<file path="src/rtl/pipe_hazard_if.sv">
// Hazard-control bundle between the pipeline datapath and pipe_hazard_ctrl.
// The master side drives the ID/EX observations; the slave side is the controller.
interface pipe_hazard_if;
   logic [4:0]  id_rs;
   logic [4:0]  id_rt;
   logic        id_uses_rs;
   logic        id_uses_rt;
   logic        ex_is_load;
   logic [4:0]  ex_rd;
   logic        id_branch_taken;
   logic        id_mdu_start;
   logic        id_mdu_is_div;
   logic        id_reads_hilo;
   logic        pc_stall;
   logic        if_id_stall;
   logic        if_id_flush;
   logic        id_ex_bubble;
   logic        mdu_busy;
   logic        mdu_done;
   logic [15:0] stall_count;

   modport master (
      output id_rs, id_rt, id_uses_rs, id_uses_rt, ex_is_load, ex_rd,
             id_branch_taken, id_mdu_start, id_mdu_is_div, id_reads_hilo,
      input  pc_stall, if_id_stall, if_id_flush, id_ex_bubble,
             mdu_busy, mdu_done, stall_count
   );

   modport slave (
      input  id_rs, id_rt, id_uses_rs, id_uses_rt, ex_is_load, ex_rd,
             id_branch_taken, id_mdu_start, id_mdu_is_div, id_reads_hilo,
      output pc_stall, if_id_stall, if_id_flush, id_ex_bubble,
             mdu_busy, mdu_done, stall_count
   );
endinterface

</file>
<file path="src/rtl/pipe_hazard_ctrl.sv">
// Central hazard controller for the 5-stage pipeline: load-use and MDU stalls,
// branch flush, MDU occupancy countdown and a saturating stall-cycle counter.
//
//   state  | meaning
//   S_IDLE | MDU free; a non-stalled mult/div loads the countdown
//   S_BUSY | MDU occupied; countdown runs, done pulses when it reaches 1
module pipe_hazard_ctrl #(
   parameter int MULT_CYCLES = 4,
   parameter int DIV_CYCLES  = 32,
   parameter int CNT_W       = 6
) (
   input logic         clk,
   input logic         rst,
   pipe_hazard_if.slave hz
);

   typedef enum logic {S_IDLE, S_BUSY} mdu_state_t;

   mdu_state_t       r_state;
   logic [CNT_W-1:0] r_cnt;
   logic             r_busy;
   logic             r_done;
   logic [15:0]      r_stall_count;

   logic             w_lu;
   logic             w_mh;
   logic             w_stall;
   logic [CNT_W-1:0] w_len;

   always_comb begin
      w_lu = hz.ex_is_load && (hz.ex_rd != 5'd0) &&
             ((hz.id_uses_rs && (hz.id_rs == hz.ex_rd)) ||
              (hz.id_uses_rt && (hz.id_rt == hz.ex_rd)));
      w_mh    = r_busy && (hz.id_reads_hilo || hz.id_mdu_start);
      w_stall = w_lu || w_mh;
      w_len   = hz.id_mdu_is_div ? CNT_W'(DIV_CYCLES) : CNT_W'(MULT_CYCLES);
   end

   assign hz.pc_stall     = w_stall;
   assign hz.if_id_stall  = w_stall;
   assign hz.id_ex_bubble = w_stall;
   // A branch resolved on stale operands is re-evaluated once the stall clears.
   assign hz.if_id_flush  = hz.id_branch_taken && !w_stall;
   assign hz.mdu_busy     = r_busy;
   assign hz.mdu_done     = r_done;
   assign hz.stall_count  = r_stall_count;

   // busy/done are registered alongside the state; done is pre-decoded one
   // cycle ahead so it coincides with cnt==1.
   always_ff @(posedge clk or posedge rst) begin
      if (rst) begin
         r_state <= S_IDLE;
         r_cnt   <= '0;
         r_busy  <= 1'b0;
         r_done  <= 1'b0;
      end else begin
         case (r_state)
            S_IDLE: begin
               if (hz.id_mdu_start && !w_stall) begin
                  r_state <= S_BUSY;
                  r_cnt   <= w_len;
                  r_busy  <= 1'b1;
                  r_done  <= (w_len == CNT_W'(1));
               end
            end
            S_BUSY: begin
               r_cnt <= r_cnt - CNT_W'(1);
               if (r_cnt == CNT_W'(1)) begin
                  r_state <= S_IDLE;
                  r_busy  <= 1'b0;
                  r_done  <= 1'b0;
               end else begin
                  r_done  <= (r_cnt == CNT_W'(2));
               end
            end
            default: begin
               r_state <= S_IDLE;
               r_busy  <= 1'b0;
               r_done  <= 1'b0;
            end
         endcase
      end
   end

   always_ff @(posedge clk or posedge rst) begin
      if (rst)
         r_stall_count <= 16'd0;
      else if (w_stall && (r_stall_count != 16'hFFFF))
         r_stall_count <= r_stall_count + 16'd1;
   end

endmodule

</file>
<file path="src/flat_wrapper.sv">
// flat-port wrapper written by rule: the top's interface ports become plain ports
module pipe_hazard_ctrl_flat 
#(
   parameter int MULT_CYCLES = 4,
   parameter int DIV_CYCLES  = 32,
   parameter int CNT_W       = 6
)
  (clk, rst, hz_id_rs, hz_id_rt, hz_id_uses_rs, hz_id_uses_rt, hz_ex_is_load, hz_ex_rd, hz_id_branch_taken, hz_id_mdu_start, hz_id_mdu_is_div, hz_id_reads_hilo, hz_pc_stall, hz_if_id_stall, hz_if_id_flush, hz_id_ex_bubble, hz_mdu_busy, hz_mdu_done, hz_stall_count);
  pipe_hazard_if hz_i ();
  input logic clk;
  input logic rst;
  input wire logic [$bits(hz_i.id_rs)-1:0] hz_id_rs;
  input wire logic [$bits(hz_i.id_rt)-1:0] hz_id_rt;
  input wire logic [$bits(hz_i.id_uses_rs)-1:0] hz_id_uses_rs;
  input wire logic [$bits(hz_i.id_uses_rt)-1:0] hz_id_uses_rt;
  input wire logic [$bits(hz_i.ex_is_load)-1:0] hz_ex_is_load;
  input wire logic [$bits(hz_i.ex_rd)-1:0] hz_ex_rd;
  input wire logic [$bits(hz_i.id_branch_taken)-1:0] hz_id_branch_taken;
  input wire logic [$bits(hz_i.id_mdu_start)-1:0] hz_id_mdu_start;
  input wire logic [$bits(hz_i.id_mdu_is_div)-1:0] hz_id_mdu_is_div;
  input wire logic [$bits(hz_i.id_reads_hilo)-1:0] hz_id_reads_hilo;
  output wire logic [$bits(hz_i.pc_stall)-1:0] hz_pc_stall;
  output wire logic [$bits(hz_i.if_id_stall)-1:0] hz_if_id_stall;
  output wire logic [$bits(hz_i.if_id_flush)-1:0] hz_if_id_flush;
  output wire logic [$bits(hz_i.id_ex_bubble)-1:0] hz_id_ex_bubble;
  output wire logic [$bits(hz_i.mdu_busy)-1:0] hz_mdu_busy;
  output wire logic [$bits(hz_i.mdu_done)-1:0] hz_mdu_done;
  output wire logic [$bits(hz_i.stall_count)-1:0] hz_stall_count;
  assign hz_i.id_rs = hz_id_rs;
  assign hz_i.id_rt = hz_id_rt;
  assign hz_i.id_uses_rs = hz_id_uses_rs;
  assign hz_i.id_uses_rt = hz_id_uses_rt;
  assign hz_i.ex_is_load = hz_ex_is_load;
  assign hz_i.ex_rd = hz_ex_rd;
  assign hz_i.id_branch_taken = hz_id_branch_taken;
  assign hz_i.id_mdu_start = hz_id_mdu_start;
  assign hz_i.id_mdu_is_div = hz_id_mdu_is_div;
  assign hz_i.id_reads_hilo = hz_id_reads_hilo;
  assign hz_pc_stall = hz_i.pc_stall;
  assign hz_if_id_stall = hz_i.if_id_stall;
  assign hz_if_id_flush = hz_i.if_id_flush;
  assign hz_id_ex_bubble = hz_i.id_ex_bubble;
  assign hz_mdu_busy = hz_i.mdu_busy;
  assign hz_mdu_done = hz_i.mdu_done;
  assign hz_stall_count = hz_i.stall_count;
  pipe_hazard_ctrl #(.MULT_CYCLES(MULT_CYCLES), .DIV_CYCLES(DIV_CYCLES), .CNT_W(CNT_W)) u_core (.clk(clk), .rst(rst), .hz(hz_i));
endmodule
</file>
<file path="config.mk">
export PLATFORM = sky130hd
export DESIGN_NAME = pipe_hazard_ctrl_flat
export DESIGN_NICKNAME = d
export VERILOG_FILES = /design/src/rtl/pipe_hazard_if.sv /design/src/rtl/pipe_hazard_ctrl.sv /design/src/flat_wrapper.sv
export SDC_FILE = /design/constraint.sdc
export NUM_CORES = 1
export LEC_CHECK = 0
export CORE_MARGIN = 2
export CORE_UTILIZATION = 50
export DETAILED_ROUTE_END_ITERATION = 16
export HOLD_SLACK_MARGIN = 0.12
export PLACE_DENSITY_LB_ADDON = 0.3
export SLEW_MARGIN = 20
export SYNTH_ARGS = -nofsm -noshare
export SYNTH_HDL_FRONTEND = slang
export SYNTH_SLANG_ARGS = --single-unit
</file>
<file path="constraint.sdc">
create_clock -name clk -period 5.3 [get_ports clk]
set_clock_uncertainty 0.2 [all_clocks]
set_input_delay 0.53 -clock clk [delete_from_list [all_inputs] [get_ports clk]]
set_output_delay 0.53 -clock clk [all_outputs]
set_load 0.005 [all_outputs]
</file>
==> metrics.yaml <==
ys_ff_latch: 25
startpoint_type: "input pin"
crit_slowest_cell: "clkdlybuf4s50_1"
critical_path.max_stage_delay_ns: 0.54
min_period_over_period_pct: 63.54
num_rows: 19
r2r-end: "u_core.hz.stall_count[6]$_DFFE_PP0P_"
cp-startpoint: "hz_ex_rd[3]"
fin_crit_ns: 3.367
r2r.worst_path.cells: 6
worstPathCellList: "clkdlybuf4s50_1, xor2_1, nor4_2, a32oi_1, o21a_4, inv_6, clkdlybuf4s50_1"
swShare_pct: 38.07
die_h_um: 58.64
grt_max_degree: 26
syn_avg_cell_area_um2: 10.37
syn_inst: 144
synth-xor-area-share_pct: 12.91
routedWlPerCell_um: 15.37
gp_congestion: 0.8320
synth_compound_area_share_pct: 13.91
drt_iter0_markers: 62
yosys.cell_types.count: 49
cap_violations: 0
hpwlAfterDp_mm: 2.632
p_clk_share_pct: 11.7
cts_root_buf: "clkbuf_4"
htreeDepth: 1
grt_pass1_vias: 1291
worstHoldPathType: "flip-flop to flip-flop"
start_util_pct: 53.21
cts_tree: "built"
path_max_fanout: 19
fillers: 224
cts_buffers: 3
antenna_cells: 0
p_leak_nw: 0.8105
synthAdderAreaFrac_pct: 3.353
insertion_delay_ns: 0.33
synth_top_family_by_area: "simple AND/OR/NAND/NOR gates"
finalPower_uw: 755.9
tightest_slew_ns: 0.9228
p_sw_uw: 287.7
synth_ff_type: "dfrtp_1"
syn_nets: 172
setup_slack_ns: 1.933
clock_sinks: 25
clockBufferDepth: 2
finalHoldViolCount: 0
cts_setup_buffers: 0
maxSlewViolCount: 0
violations: "design-rule violations"
cp_top_family: "buffers and inverters"
ys_seq_area_share_pct: 41.91
synth-edff-count: 0
placement.io_buffers: 45
syn_to_final_growth_pct: 31.85
reg2reg_slack_ns: 3.32
die_x_um: 58.64
synth_area_leaders: "dfrtp_1 (42%), xnor2_1 (7.6%), xor2_1 (5.3%), ha_1 (3.4%), nand3_1 (2.7%)"
first_pass_iters: 10
crit_type: "input pin to primary output"
place_area_um2: 1938
worstPathRequired_ns: 4.57
p_seq_share_pct: 42.5
syn_area_um2: 1493
ant_nets: 0
final-setup-viol-count: 0
finalInstanceArea_um2: 1968
max_freq_ghz: 0.2970
post_cts_resized: 0
synth_mux_area_share_pct: 1.509
drive_gt1_share_pct: 11.17
vias_per_cell: 5.699
routed_wl_mm: 3.367
yosys-top-cells-count: "dfrtp_1 (25), xnor2_1 (13), xor2_1 (9)"
synth_top_area_cell: "dfrtp_1"
grt_antenna_before_repair: 0
setup.worst_path.end: "hz_if_id_stall"
netlist.area_leader.share_pct: 41.91
die_area_um2: 3439
ir_drop_mv: 0.2213
whs_path_depth: 1
core_area_um2: 2805
grt_pass1_wl_mm: 5.892
setup_tns_ns: 0
yosysMostFrequentCell: "dfrtp_1"
grt_setup_unrepaired: "no"
synthArstFlopShare_pct: 100.0
final_nets: 217
p_int_uw: 468.1
slew_headroom_pct: 38.41
hold_buffers: 0
critPathArrivalTime_ns: 2.64
pwr-share-comb_pct: 45.9
io-pin-count: 46
hold_ws_ns: 0.3118
ys.warnings.count: 0
path_buf_inv: 3
drc_errors: 1
crit_top_cell: "clkdlybuf4s50_1"
vias: 1248
timing.rr.start: "u_core.hz.stall_count[4]$_DFFE_PP0P_"
p_per_area_nw_per_um2: 384.1
clk_pin_slew_ns: 0.14
outcome: "finished with violations"
dp_slack_ns: 1.953
path_depth: 7
grt_use_total_pct: 22.22
synthSimpleGateAreaFrac_pct: 21.37
grt_overflow: 0
endpoint_kind: "primary output"
-- per-stage QoR --
step | cells | utilization (%)
final | 219 | 70.16
after detailed placement | 215 | 69.09
after global placement | 215 | 69.09
after CTS | 219 | 70.16
after global routing | 219 | 70.16
after floorplan | 144 | -
-- flip-flops by register name, indices dropped and copies added (netlist names) --
register               cells
u_core.hz.mdu_done         1
u_core.r_cnt               6
u_core.hz.stall_count     16
u_core.r_state             1
u_core.hz.mdu_busy         1
-- power groups by stage --
stage          Clock [mW]  Sequential, mW  Combinational [mW]
2_1_floorplan           0           0.305               0.234
3_3_place_gp            0           0.318               0.334
3_5_place_dp            0           0.323               0.349
4_1_cts            0.0921           0.320               0.351
5_1_grt            0.0973           0.331               0.389
6_report           0.0881           0.321               0.347
-- cell type report --
class,count,area [um^2],area share [%]
Multi-Input combinational cell,107,792.0,40.24
Clock inverter,1,7.507,0.3814
Timing Repair Buffer,45,450.4,22.89
Tap cell,31,38.79,1.971
Inverter,7,31.28,1.589
Clock buffer,3,22.52,1.144
Sequential cell,25,625.6,31.79
-- cell families (layout without fill, tap and decap cells) --
logic type	count (synthesis)	after routing
muxes	2	2
AOI/OAI and AO/OA	27	27
DFF	25	25
and+or+nand+nor	52	52
adders and majority gates	4	4
xor gates and xnor gates	22	22
buffers and inverters	12	56
-- layout by cell type, fill, tap and decap left out, types with 2 or more instances in the layout --
| cell type | instances |
|---|---|
| and3_2 | 4 |
| and4_1 | 2 |
| clkbuf_4 | 3 |
| o21ai_0 | 3 |
| xnor2_1 | 13 |
| ha_1 | 4 |
| a21oi_1 | 5 |
| nand3_1 | 8 |
| nand3_2 | 2 |
| xor2_1 | 9 |
| nor3_1 | 4 |
| nand3b_1 | 2 |
| nand4_1 | 5 |
| o21ai_1 | 2 |
| inv_1 | 6 |
| nand2_1 | 7 |
| dfrtp_1 | 25 |
| clkdlybuf4s50_1 | 45 |
| and3_1 | 6 |
| a31oi_1 | 3 |
| nor2_1 | 3 |
-- per-layer routing --
| layer | wire length (um) | GRT usage (%) | up-vias |
|---|---|---|---|
| met4 | 65 | 7.143 | 0 |
| met3 | 93 | 2.857 | 6 |
| li1 | - | - | 606 |
| met1 | 1459 | 30.20 | 611 |
| met5 | 0 | 0 | - |
| met2 | 1748 | 37.08 | 25 |
-- how the worst min path moves through the flow --
stage,from,endpoint,slack (ns)
after floorplan,u_core.r_cnt[5]$_DFFE_PP0P_,u_core.r_cnt[5]$_DFFE_PP0P_,0.27
after global placement,u_core.hz.stall_count[7]$_DFFE_PP0P_,u_core.hz.stall_count[7]$_DFFE_PP0P_,0.28
after detailed placement,u_core.hz.stall_count[7]$_DFFE_PP0P_,u_core.hz.stall_count[7]$_DFFE_PP0P_,0.29
after CTS,u_core.hz.stall_count[7]$_DFFE_PP0P_,u_core.hz.stall_count[7]$_DFFE_PP0P_,0.31
after global routing,u_core.hz.stall_count[14]$_DFFE_PP0P_,u_core.hz.stall_count[14]$_DFFE_PP0P_,0.34
final,u_core.hz.stall_count[7]$_DFFE_PP0P_,u_core.hz.stall_count[7]$_DFFE_PP0P_,0.31
(Power assumes the default switching activity.)
